File: src/rtl/seg7_pkg.sv
// rtl/seg7_pkg.sv - shared BCD limits and active-low 7-segment codes
package seg7_pkg;

  localparam logic [3:0] BCD_MAX = 4'd9;

  // {a,b,c,d,e,f,g,dp}, active-low, dp kept dark
  localparam logic [7:0] SEG7_0     = 8'b0000001_1;
  localparam logic [7:0] SEG7_1     = 8'b1001111_1;
  localparam logic [7:0] SEG7_2     = 8'b0010010_1;
  localparam logic [7:0] SEG7_3     = 8'b0000110_1;
  localparam logic [7:0] SEG7_4     = 8'b1001100_1;
  localparam logic [7:0] SEG7_5     = 8'b0100100_1;
  localparam logic [7:0] SEG7_6     = 8'b0100000_1;
  localparam logic [7:0] SEG7_7     = 8'b0001111_1;
  localparam logic [7:0] SEG7_8     = 8'b0000000_1;
  localparam logic [7:0] SEG7_9     = 8'b0000100_1;
  localparam logic [7:0] SEG7_BLANK = 8'b1111111_1;

  function automatic logic [7:0] seg7_encode(input logic [3:0] nib);
    case (nib)
      4'd0:    return SEG7_0;
      4'd1:    return SEG7_1;
      4'd2:    return SEG7_2;
      4'd3:    return SEG7_3;
      4'd4:    return SEG7_4;
      4'd5:    return SEG7_5;
      4'd6:    return SEG7_6;
      4'd7:    return SEG7_7;
      4'd8:    return SEG7_8;
      4'd9:    return SEG7_9;
      default: return SEG7_BLANK;
    endcase
  endfunction

endpackage

File: src/rtl/bcd_digit_cell.sv
// rtl/bcd_digit_cell.sv - one BCD decade with up/down step and carry/borrow out
module bcd_digit_cell
  import seg7_pkg::*;
(
  input  logic       dir,
  input  logic       sat,
  input  logic       term,
  input  logic       ci,
  input  logic [3:0] digit_i,
  output logic [3:0] digit_o,
  output logic       co
);

  logic at_lim;

  // co reports a roll-over even when saturating, so the top cell's co doubles as the terminal flag
  always_comb begin
    at_lim  = dir ? (digit_i == BCD_MAX) : (digit_i == 4'd0);
    co      = ci && at_lim;
    digit_o = digit_i;
    if (ci && !(sat && term)) begin
      if (at_lim) digit_o = dir ? 4'd0 : BCD_MAX;
      else        digit_o = dir ? (digit_i + 4'd1) : (digit_i - 4'd1);
    end
  end

endmodule

File: src/rtl/bcd_counter_seg7_n.sv
// rtl/bcd_counter_seg7_n.sv - N-digit BCD up/down counter with prescaler and 7-segment scan
module bcd_counter_seg7_n
  import seg7_pkg::*;
#(
  parameter int DIGITS   = 4,
  parameter int TICK_DIV = 25_000_000,
  parameter int SCAN_DIV = 100_000,
  parameter bit BLANK_LZ = 1'b1
) (
  input  logic                  clk,
  input  logic                  rst,
  input  logic                  en,
  input  logic                  dir,
  input  logic                  sat,
  input  logic                  load,
  input  logic [4*DIGITS-1:0]   load_val,
  output logic [4*DIGITS-1:0]   q,
  output logic                  carry,
  output logic [DIGITS-1:0]     d_sel,
  output logic [7:0]            d_out
);

  localparam int DIV_W  = $clog2(TICK_DIV);
  localparam int SCAN_W = (SCAN_DIV > 1) ? $clog2(SCAN_DIV) : 1;
  localparam int IDX_W  = (DIGITS > 1) ? $clog2(DIGITS) : 1;
  localparam logic [DIV_W-1:0]  DIV_LAST  = DIV_W'(TICK_DIV - 1);
  localparam logic [SCAN_W-1:0] SCAN_LAST = SCAN_W'(SCAN_DIV - 1);
  localparam logic [IDX_W-1:0]  IDX_LAST  = IDX_W'(DIGITS - 1);

  logic [DIV_W-1:0]    div_cnt_q, div_cnt_d;
  logic [4*DIGITS-1:0] q_q, q_d, nxt;
  logic                carry_q, carry_d;
  logic [SCAN_W-1:0]   scan_cnt_q, scan_cnt_d;
  logic [IDX_W-1:0]    scan_idx_q, scan_idx_d;
  logic [DIGITS-1:0]   d_sel_q, d_sel_d;
  logic [7:0]          d_out_q, d_out_d;
  logic [DIGITS:0]     chain;
  logic                tick, term, all9, all0, scan_end, higher_zero;
  logic [3:0]          nib;

  assign tick     = en && (div_cnt_q == DIV_LAST);
  assign chain[0] = tick;

  // terminal value for the current direction: all nines going up, all zeros going down
  always_comb begin
    all9 = 1'b1;
    all0 = 1'b1;
    for (int i = 0; i < DIGITS; i++) begin
      if (q_q[i*4 +: 4] != BCD_MAX) all9 = 1'b0;
      if (q_q[i*4 +: 4] != 4'd0)    all0 = 1'b0;
    end
    term = dir ? all9 : all0;
  end

  for (genvar gi = 0; gi < DIGITS; gi++) begin : g_cell
    bcd_digit_cell u_cell (
      .dir     (dir),
      .sat     (sat),
      .term    (term),
      .ci      (chain[gi]),
      .digit_i (q_q[gi*4 +: 4]),
      .digit_o (nxt[gi*4 +: 4]),
      .co      (chain[gi+1])
    );
  end

  // prescaler and count register; load beats tick and restarts the prescaler
  always_comb begin
    div_cnt_d = div_cnt_q;
    q_d       = q_q;
    carry_d   = 1'b0;
    if (load) begin
      div_cnt_d = '0;
      for (int i = 0; i < DIGITS; i++)
        q_d[i*4 +: 4] = (load_val[i*4 +: 4] > BCD_MAX) ? BCD_MAX : load_val[i*4 +: 4];
    end else begin
      if (en) div_cnt_d = tick ? '0 : div_cnt_q + DIV_W'(1);
      if (tick) begin
        q_d     = nxt;
        carry_d = chain[DIGITS];
      end
    end
  end

  // scan slot timing and digit/segment data computed from the slot being entered
  always_comb begin
    scan_end   = (scan_cnt_q == SCAN_LAST);
    scan_cnt_d = scan_end ? '0 : scan_cnt_q + SCAN_W'(1);
    scan_idx_d = scan_idx_q;
    if (scan_end) scan_idx_d = (scan_idx_q == IDX_LAST) ? '0 : scan_idx_q + IDX_W'(1);
    nib         = 4'd0;
    higher_zero = 1'b1;
    for (int i = 0; i < DIGITS; i++) begin
      if (IDX_W'(i) == scan_idx_d) nib = q_q[i*4 +: 4];
      if (IDX_W'(i) >= scan_idx_d && q_q[i*4 +: 4] != 4'd0) higher_zero = 1'b0;
    end
    d_sel_d = ~(DIGITS'(1) << scan_idx_d);
    d_out_d = (BLANK_LZ && scan_idx_d != '0 && higher_zero) ? SEG7_BLANK : seg7_encode(nib);
  end

  // all state registers, asynchronously cleared
  always_ff @(posedge clk or negedge rst) begin
    if (!rst) begin
      div_cnt_q  <= '0;
      q_q        <= '0;
      carry_q    <= 1'b0;
      scan_cnt_q <= '0;
      scan_idx_q <= '0;
      d_sel_q    <= ~DIGITS'(1);
      d_out_q    <= SEG7_0;
    end else begin
      div_cnt_q  <= div_cnt_d;
      q_q        <= q_d;
      carry_q    <= carry_d;
      scan_cnt_q <= scan_cnt_d;
      scan_idx_q <= scan_idx_d;
      d_sel_q    <= d_sel_d;
      d_out_q    <= d_out_d;
    end
  end

  assign q     = q_q;
  assign carry = carry_q;
  assign d_sel = d_sel_q;
  assign d_out = d_out_q;

endmodule

File: config.mk
export PLATFORM = sky130hd
export DESIGN_NAME = bcd_counter_seg7_n
export DESIGN_NICKNAME = d
export VERILOG_FILES = /design/src/rtl/seg7_pkg.sv /design/src/rtl/bcd_digit_cell.sv /design/src/rtl/bcd_counter_seg7_n.sv
export SDC_FILE = /design/constraint.sdc
export NUM_CORES = 1
export LEC_CHECK = 0
export CAP_MARGIN = 20
export CORE_MARGIN = 5
export CORE_UTILIZATION = 30
export DETAILED_ROUTE_END_ITERATION = 7
export DONT_BUFFER_PORTS = 1
export PLACE_DENSITY = 0.46
export SLEW_MARGIN = 20
export SYNTH_ARGS = -nofsm -noshare
export SYNTH_HDL_FRONTEND = slang
export SYNTH_SLANG_ARGS = --single-unit
File: constraint.sdc
create_clock -name clk -period 5.4 [get_ports clk]
set_input_delay 1.08 -clock clk [delete_from_list [all_inputs] [get_ports clk]]
set_output_delay 1.08 -clock clk [all_outputs]
set_load 0.01 [all_outputs]
# Word level (Yosys, flattened, before mapping)

Memory sizes are Yosys's and may differ from the RTL's.
Index checks and enable logic that the tools add are counted.

Add/subtract/negate cells: 11
Multipliers: 0
Div/mod/pow operators: 0
$lt $le $gt $ge: 8
Equal/unequal tests: 14
Shift operators: 1
Multiplexer cells: 49
Bitwise gates (word level): 1
Reductions and logical operators: 36

Operator list:

| kind                  | count |
|---|---|
| $mux 4                | 21 |
| $mux 25               | 3 |
| $mux 16               | 2 |
| $add 25x1->25 const B | 1 |
| $eq 25x25->1 const B  | 1 |
| $mux 1                | 19 |
| $add 17x1->17 const B | 1 |
| $eq 17x17->1 const B  | 1 |
| $mux 17               | 1 |
| $add 4x1->4 const B   | 4 |
| $eq 4x4->1 const B    | 4 |
| $gt 4x4->1 const B    | 4 |
| $logic_not 4->1       | 4 |
| $ne 4x4->1 const B    | 4 |
| $reduce_bool 4->1     | 4 |
| $sub 4x1->4 const B   | 4 |
| $logic_and 1x1->1     | 15 |
| $reduce_bool 2->1     | 7 |
| $mux 8                | 1 |
| $reduce_and 2->1      | 4 |
| $eq 2x2->1 const A    | 2 |
| $ge 1x2->1 const A    | 2 |
| $ge 2x2->1 const A    | 2 |
| $mux 2                | 2 |
| other kinds (7)       | 7 |

Flip-flop bits (word level): 73
Latch bits: 0
Bits in writable memories: 0
ROM bits: 112
Word-level logic and storage cells: 131
Memories kept: 1

Memory list:

| memory          | words | width | read ports | clocked after Yosys merged registers in | write ports | RTL line       | RTL |
|---|---|---|---|---|---|---|---|
| (no name shown) | 16    | 7     | 1          | 0                                       | 0           | seg7_pkg.sv:20 | `case (nib)` |

# Logic depth before layout (Yosys ltp)

Gate-level depths: netlist of the first run.

Word-level depth: 12
Mapped depth: 14
Depth with buffers taken out: 13

# Hierarchy

From an unflattened synthesis of the first run, not the netlist that was laid out.

Cell total of the unflattened synthesis: 487
Area, all modules: 4709.5 sq um

Modules (own cells, without submodules):

| module             | instances | cells each | area each (sq um) | seq. area each (sq um) |
|---|---|---|---|---|
| bcd_counter_seg7_n | 1         | 367        | 3773.6            | 1806.7 |
| bcd_digit_cell     | 4         | 30         | 234.0             | 0.0 |

# Least setup slack after synthesis of the first run

Ideal clock, no wire load.

Kind: input to register
From: in dir
To: reg q_q[15], in the netlist q[15]
Arrival: 3353 ps
Required time: 5324 ps
Slack: 1970 ps
Stages on the path: 11
Path buffers: 2
Cells stage by stage: clkbuf_1 -> clkbuf_1 -> inv_1 -> ha_1 -> a21o_1 -> a21oi_1 -> nor3_1 -> a31o_2 -> a221oi_1 -> mux2i_1 -> o21ai_1

Cells in the longest elaborated chain, start to end: 7

Ends and longest elaborated chain:

| what                               | RTL line                  | RTL |
|---|---|---|
| from (decl)                        | bcd_counter_seg7_n.sv:13  | `input logic dir,` |
| $mux 1                             | bcd_digit_cell.sv:18      | `at_lim = dir ? (digit_i == BCD_MAX) : (digit_i == 4'd0);` |
| $logic_and 1x1->1 (3 in series)    | bcd_digit_cell.sv:19      | `co = ci && at_lim;` |
| $logic_and 1x1->1                  | bcd_digit_cell.sv:21      | `if (ci && !(sat && term)) begin` |
| $reduce_bool 2->1 (no source line) | n/a                       |  |
| $reduce_and 2->1 (no source line)  | n/a                       |  |
| to (signal assigned)               | bcd_counter_seg7_n.sv:113 | `q_q <= q_d;` |
| to (decl)                          | bcd_counter_seg7_n.sv:31  | `logic [4*DIGITS-1:0] q_q, q_d, nxt;` |

Several ways; a longest one is shown, not always the timed one. The select of a mux whose other input is x is not followed.
A chain may end at the register's enable or synchronous reset.

# Worst setup path in the final report of the first run

From: reg scan_cnt_q[0]
To: reg d_out_q[3], in the netlist d_out[3]

Cells in the longest elaborated chain, start to end: 10

Ends and longest elaborated chain:

| what                                                 | RTL line                  | RTL |
|---|---|---|
| from (decl)                                          | bcd_counter_seg7_n.sv:33  | `logic [SCAN_W-1:0] scan_cnt_q, scan_cnt_d;` |
| from (signal assigned)                               | bcd_counter_seg7_n.sv:115 | `scan_cnt_q <= scan_cnt_d;` |
| $eq 17x17->1 *                                       | bcd_counter_seg7_n.sv:87  | `scan_end = (scan_cnt_q == SCAN_LAST);` |
| $mux 2 *                                             | bcd_counter_seg7_n.sv:90  | `if (scan_end) scan_idx_d = (scan_idx_q == IDX_LAST) ? '0 : scan_idx_q + IDX_W'(1);` |
| branches (longest 7 deep; another with $mem_v2 16x7) | n/a                       |  |
| $mux 8 *                                             | bcd_counter_seg7_n.sv:98  | `d_out_d = (BLANK_LZ && scan_idx_d != '0 && higher_zero) ? SEG7_BLANK : seg7_encode(nib);` |
| net d_out_d[3]                                       | bcd_counter_seg7_n.sv:36  | `logic [7:0] d_out_q, d_out_d;` |
| to (signal assigned)                                 | bcd_counter_seg7_n.sv:118 | `d_out_q <= d_out_d;` |
| to (decl)                                            | bcd_counter_seg7_n.sv:36  |  |

Mark *: on every way through the listed nets, which the timed path passes.

==> metrics.yaml, run 1 <==
min_path_type: "in2async"
finalCriticalPeriod_ns: 3.58
post_cts_buffers: 0
dp_cells: 628
layout-drive-gt1-share: 0.0761
rsz0062_at_grt: "false"
skew_ns: 0.00710
cp.arrival_ns: 3.84
antenna_cells: 0
hold_violations: 0
drc_errors: 0
most-common-layout-cells: "68 x dfrtp_1, 50 x nor2_1, 44 x nand2_1"
finalCritPeriodShare: 0.662
grt_max_degree: 73
syn_area_um2: 4370
cts_inserted_buffers: 9
hold_buffers: 0
synth_seq_cells: 72
wl_per_cell_um: 16.1
synth.distinct_cells: 54
relSlewSlack: 0.412
ant_nets: 0
end_kind: "register"
async_reset_ff_frac: 1.00
drt-initial-drc-count: 156
fin_total_pwr_w: 0.00137
htree_levels: 3
ir_drop_v: 0.000238
clkPwrFrac: 0.429
vias_per_cell: 5.07
initial_core_util: 0.303
dpl.hpwl_mm: 7.41
p_comb_frac: 0.114
layout.nets: 498
seqPwrFrac: 0.457
synth_flop_cell: "dfrtp_1"
wl_met1_mm: 4.75
fin_tns_setup_ns: 0
synth_top_area_frac: 0.389
seq_area_um2: 1810
critPathLaunchType: "register"
synth_top_cell_by_area: "dfrtp_1"
cts_sinks: 72
mostFrequentLayoutCell: "dfrtp_1"
fillerInstances: 1516
area_growth_pct: 10.1
intPower_w: 0.000989
worst-path-max-fanout: 12
dieHeight_um: 131
drv_cap: 0
clock-root-buffer: "clkbuf_16"
setup_viol: 0
clk_pin_slew_ns: 0.06
max_slew.worst_pin.slew_ns: 0.865
syn_inst: 460
grt_pass1_wl_mm: 17.4
num_rows: 44
gp_routability_congestion: 0.792
synth-seq-area-share: 0.413
p_sw_w: 0.000376
cpPeakStageDelay_ns: 0.80
cts_tree: "done"
critPathRequiredTime_ns: 5.66
insertion_delay_ns: 0.34
cts_buffer_depth: 2
stdcell_count: 644
hold_slack_ns: 0.432
overflow: 0
synth_edf_count: 0
core_um2: 14400
wl_met2_mm: 4.73
port_buffers: 0
grt_pass1_vias: 3281
worstPathCellList: "ha_1, and4_1, and4_1, mux2i_2, mux2i_1, mux2i_1, inv_1, ha_1, inv_1, nand2_1, o22ai_1, a211oi_1, o21ai_1"
slew_violations: 0
die_w_um: 131
dieArea_um2: 17100
max_freq_ghz: 0.280
vias: 3267
antenna_found_initial: 0
power_density_nw_per_um2: 284
cts_resized: 0
grt_util_all_layers: 0.130
yosysWarnings: 0
cpMaxStageDelayCell: "mux2i_2"
syn_avg_cell_area_um2: 9.51
pin_count: 51
wl_met3_um: 683
p_sw_frac: 0.276
first_pass_iters: 4
leakagePower_nw: 2.05
critPathKind: "reg2reg"
synth_area_leaders: "dfrtp_1 39%, xor2_1 5.4%, ha_1 4.9%, nor2_1 4.3%, mux2i_1 3.9%"
drt-total-wl_mm: 10.4
multiInputGateArea_um2: 2430
top_layer_used: "met4"
synth_fp_nets: 503
status: "completed"
-- power by group through the flow --
stage | Combinational (W) | Sequential, W | Clock [W]
3_5_place_dp | 0.000158 | 0.000637 | 0
2_1_floorplan | 0.000141 | 0.000610 | 0
3_3_place_gp | 0.000153 | 0.000636 | 0
5_1_grt | 0.000179 | 0.000630 | 0.000629
6_report | 0.000156 | 0.000624 | 0.000586
4_1_cts | 0.000158 | 0.000627 | 0.000606
-- synthesized netlist by cell type (3+ instances only) --
cell,instances
nor2_1,50
xnor2_1,19
nand2_1,44
fa_1,4
o21a_1,7
nor2b_1,6
and3_1,8
o21ai_1,16
nand4b_1,4
mux2_2,3
nand4_1,12
nor4bb_1,3
inv_1,10
dfstp_2,4
clkbuf_1,12
a21o_1,4
o21ai_0,18
mux2i_1,17
nand3b_1,3
or3_1,6
nor4_1,6
nor3_1,9
dfrtp_1,68
nand3_1,16
a31oi_1,6
ha_1,17
xor2_1,27
a21oi_1,17
and4_1,7
buf_4,3
-- worst max-delay path, delay by kind of cell (launching register included) --
kind / cells / cell delay (ns)
flops: 1 / 0.39
simple gates: 3 / 0.80
fa+ha+maj: 2 / 0.44
mux: 3 / 1.31
buf+inv: 2 / 0.22
compound gates: 3 / 0.35
-- registers in the layout (all words and copies together) (netlist names) --
| signal | cells |
|---|---|
| d_out | 7 |
| scan_cnt_q | 17 |
| scan_idx_q | 2 |
| carry | 1 |
| div_cnt_q | 25 |
| d_sel | 4 |
| q | 16 |
-- cell families after synthesis --
group / share of synthesized area
AO/OA/AOI/OAI: 0.107
flip-flops: 0.413
buffers and inverters: 0.0309
other: 0.000857
multiplexers: 0.0601
XOR/XNOR: 0.0921
AND/OR/NAND/NOR: 0.229
adder cells (fa/ha/maj): 0.0669
-- cell type report --
type                    instances  share of cell area
clock buffers                  13              0.0561
clock inverters                 3             0.00494
inverters                      12             0.00935
multi-input cells             359               0.505
flip-flops and latches         72               0.375
well taps                     184              0.0478
repair buffers                  1             0.00156
-- path summary, 6_finish.rpt --
path / from / endpoint / slack (ns) / cells after the start
min: rst / div_cnt_q[9] / 0.43 / 0
min in group clk: scan_cnt_q[4] / scan_cnt_q[4] / 0.50 / 1
min reg2reg: scan_cnt_q[4] / scan_cnt_q[4] / 0.50 / 1
max reg2reg: scan_cnt_q[0] / d_out[3] / 1.82 / 13
max in group asynchronous: rst / d_out[1] / 4.75 / 0
max: scan_cnt_q[0] / d_out[3] / 1.82 / 13
-- per-layer routing --
| metal | global-route usage | vias up |
|---|---|---|
| li1 | - | 1619 |
| met5 | 0 | - |
| met1 | 0.167 | 1571 |
| met4 | 0.0417 | 0 |
| met3 | 0.0569 | 12 |
| met2 | 0.199 | 65 |
-- through the flow --
step	utilization	cell area, µm²	setup WS [ns]
CTS	0.334	4820	1.78
floorplan	-	4370	1.97
detailed placement	0.313	4520	1.80
global route	0.334	4820	1.44
global placement	0.313	4520	1.96
finish	0.334	4820	1.82
Note: power is estimated with default switching activity, not from simulation.
==> run 2: changes to the inputs <==
Settings changed: PLACE_DENSITY 0.46 to 0.47.
Clock period 5.4 ns to 2.9 ns, I/O delays scaled along.
==> run 2 against run 1 <==
Net effect: sequential share of layout area down 2.2 points; power up 98%; first-iteration DRC count down 2.6%; highest routed layer unchanged; clock power up 100%; sequential cell count unchanged; worst setup slack worse by 1.6 ns; register-to-register slack worse by 1.6 ns; fmax up 32%; critical path depth down 4; die area unchanged; sequential power up 84%.
==> metrics.yaml, run 2 (synthesis results as in run 1) <==
grt_util_all_layers: 0.134  # +0.00349
ir_drop_v: 0.000259  # +8.7%
core_um2: 14400  # unchanged
fin_total_pwr_w: 0.00271  # +98%
fin_tns_setup_ns: 0  # unchanged
intPower_w: 0.00197  # +99%
gp_routability_congestion: 0.794  # +0.18%
dp_cells: 648  # +3.2%
p_comb_frac: 0.133  # +0.019
drv_cap: 0  # unchanged
clock-root-buffer: "clkbuf_16"
port_buffers: 0  # unchanged
mostFrequentLayoutCell: "dfrtp_1"
relSlewSlack: 0.619  # +0.207
drt-total-wl_mm: 10.6  # +2.5%
drc_errors: 0  # unchanged
area_growth_pct: 16.8
drt-initial-drc-count: 152  # -2.6%
critPathLaunchType: "register"
vias_per_cell: 4.97  # -2.0%
p_sw_frac: 0.273  # -0.00278
seqPwrFrac: 0.423  # -0.034
layout.nets: 522  # +4.8%
multiInputGateArea_um2: 2500  # +2.7%
cts_tree: "done"
pin_count: 51  # unchanged
finalCriticalPeriod_ns: 2.71  # -0.866 ns
dp_slack_ns: -0.0684  # -1.86 ns
antenna_cells: 0  # unchanged
min_path_type: "in2async"
end_kind: "register"
finalCritPeriodShare: 0.935  # +0.272
clkPwrFrac: 0.444  # +0.015
grt_pass1_wl_mm: 17.7  # +1.8%
dieHeight_um: 131  # unchanged
power_density_nw_per_um2: 530  # +87%
p_sw_w: 0.000738  # +96%
largest_reg_flops: 25  # unchanged
insertion_delay_ns: 0.34  # about the same
overflow: 0  # unchanged
worstSetupStartpoint: "scan_cnt_q[1]"
wl_per_cell_um: 15.9  # -1.1%
setup_viol: 0  # unchanged
r2r_slack_ns: 0.19  # -1.63 ns
ant_nets: 0  # unchanged
layout-drive-gt1-share: 0.147  # +0.0706
skew_ns: 0.00812  # +0.00101 ns
worstPathCellList: "ha_4, and4_4, and4_4, mux2i_4, buf_4, mux2i_1, mux2i_1, nor3_2, o21ai_1"
max_slew.worst_pin.slew_ns: 0.568  # -0.298 ns
clk_pin_slew_ns: 0.06  # about the same
cp.arrival_ns: 2.91  # -0.93 ns
cts_inserted_buffers: 9  # unchanged
grt_max_degree: 69  # -5.5%
first_pass_iters: 4  # unchanged
regMostFlops: "div_cnt_q"
cpMaxStageDelayCell: "dfrtp_1"
reg2reg_from: "scan_cnt_q[1]"
critPathKind: "reg2reg"
dpl.hpwl_mm: 7.56  # +2.0%
most-common-layout-cells: "68 x dfrtp_1, 50 x nor2_1, 44 x nand2_1"
setup_ws_ns: 0.189  # -1.63 ns
vias: 3320  # +1.6%
slew_violations: 0  # unchanged
cts_sinks: 72  # unchanged
hold_violations: 0  # unchanged
critPathRequiredTime_ns: 3.10  # -2.56 ns
leakagePower_nw: 2.18  # +6.4%
antenna_found_initial: 0  # unchanged
max_freq_ghz: 0.369  # +32%
die_w_um: 131  # unchanged
cpPeakStageDelay_ns: 0.41  # -0.39 ns
initial_core_util: 0.303  # unchanged
stdcell_count: 668  # +3.7%
worst-path-max-fanout: 8  # -4
status: "completed"
fillerInstances: 1489  # -1.8%
grt_pass1_vias: 3384  # +3.1%
seq_area_um2: 1810  # unchanged
dieArea_um2: 17100  # unchanged
cts_buffer_depth: 2  # unchanged
num_rows: 44  # unchanged
htree_levels: 3  # unchanged
run 2: power by group through the flow:
stage	Clock, W	Sequential (W)	Combinational (W)
global route	0.00128	0.00115	0.000412
floorplan	0	0.00114	0.000264
detailed placement	0	0.00116	0.000332
finish	0.00120	0.00115	0.000359
global placement	0	0.00117	0.000325
CTS	0.00124	0.00115	0.000358
run 2: path summary, 6_finish.rpt:
check | cells past startpoint | end
worst max-delay path | 9 | d_out[5]
worst min register to register | 1 | scan_cnt_q[11]
worst min-delay path | 0 | d_out[1]
worst max register to register | 9 | d_out[5]
max in group asynchronous | 1 | d_out[4]
min in group clk | 1 | div_cnt_q[14]
run 2: metrics by stage:
stage          utilization  area [µm²]  hold WS [ns]
2_1_floorplan            -        4380         0.284
3_3_place_gp         0.324        4680         0.289
3_5_place_dp         0.324        4680         0.289
4_1_cts              0.349        5040        0.0707
5_1_grt              0.354        5110        0.0712
6_report             0.354        5110        0.0940
run 2: repair_timing:
item                                   in CTS  in global routing
gates resized for setup                     3                 12
hold buffers                                1                  0
buffers inserted                            0                  3
setup endpoints to repair                   4                  7
pin swaps                                   0                  2
endpoints found under the hold margin      68                  0
run 2: critical path: cells and delay by family (launching register included):
kind,cells,cell delay (ns)
multiplexers,3,0.87
AND/OR/NAND/NOR,3,0.76
flip-flops,1,0.41
buffers and inverters,1,0.24
adder cells (fa/ha/maj),1,0.17
AO/OA/AOI/OAI,1,0.11
run 2: final cells by class:
type	instances	share of cell area
sequential	72	0.353
inverter	12	0.00955
timing repair buffer	25	0.0406
tap	184	0.0450
clock inverter	7	0.0186
clock buffer	9	0.0441
multi-input combinational	359	0.489
run 2: per-layer routing:
layer	GRT usage	wire length (µm)
met4	0.0466	111
met5	0	0
met3	0.0407	554
met2	0.215	5050
met1	0.172	4920
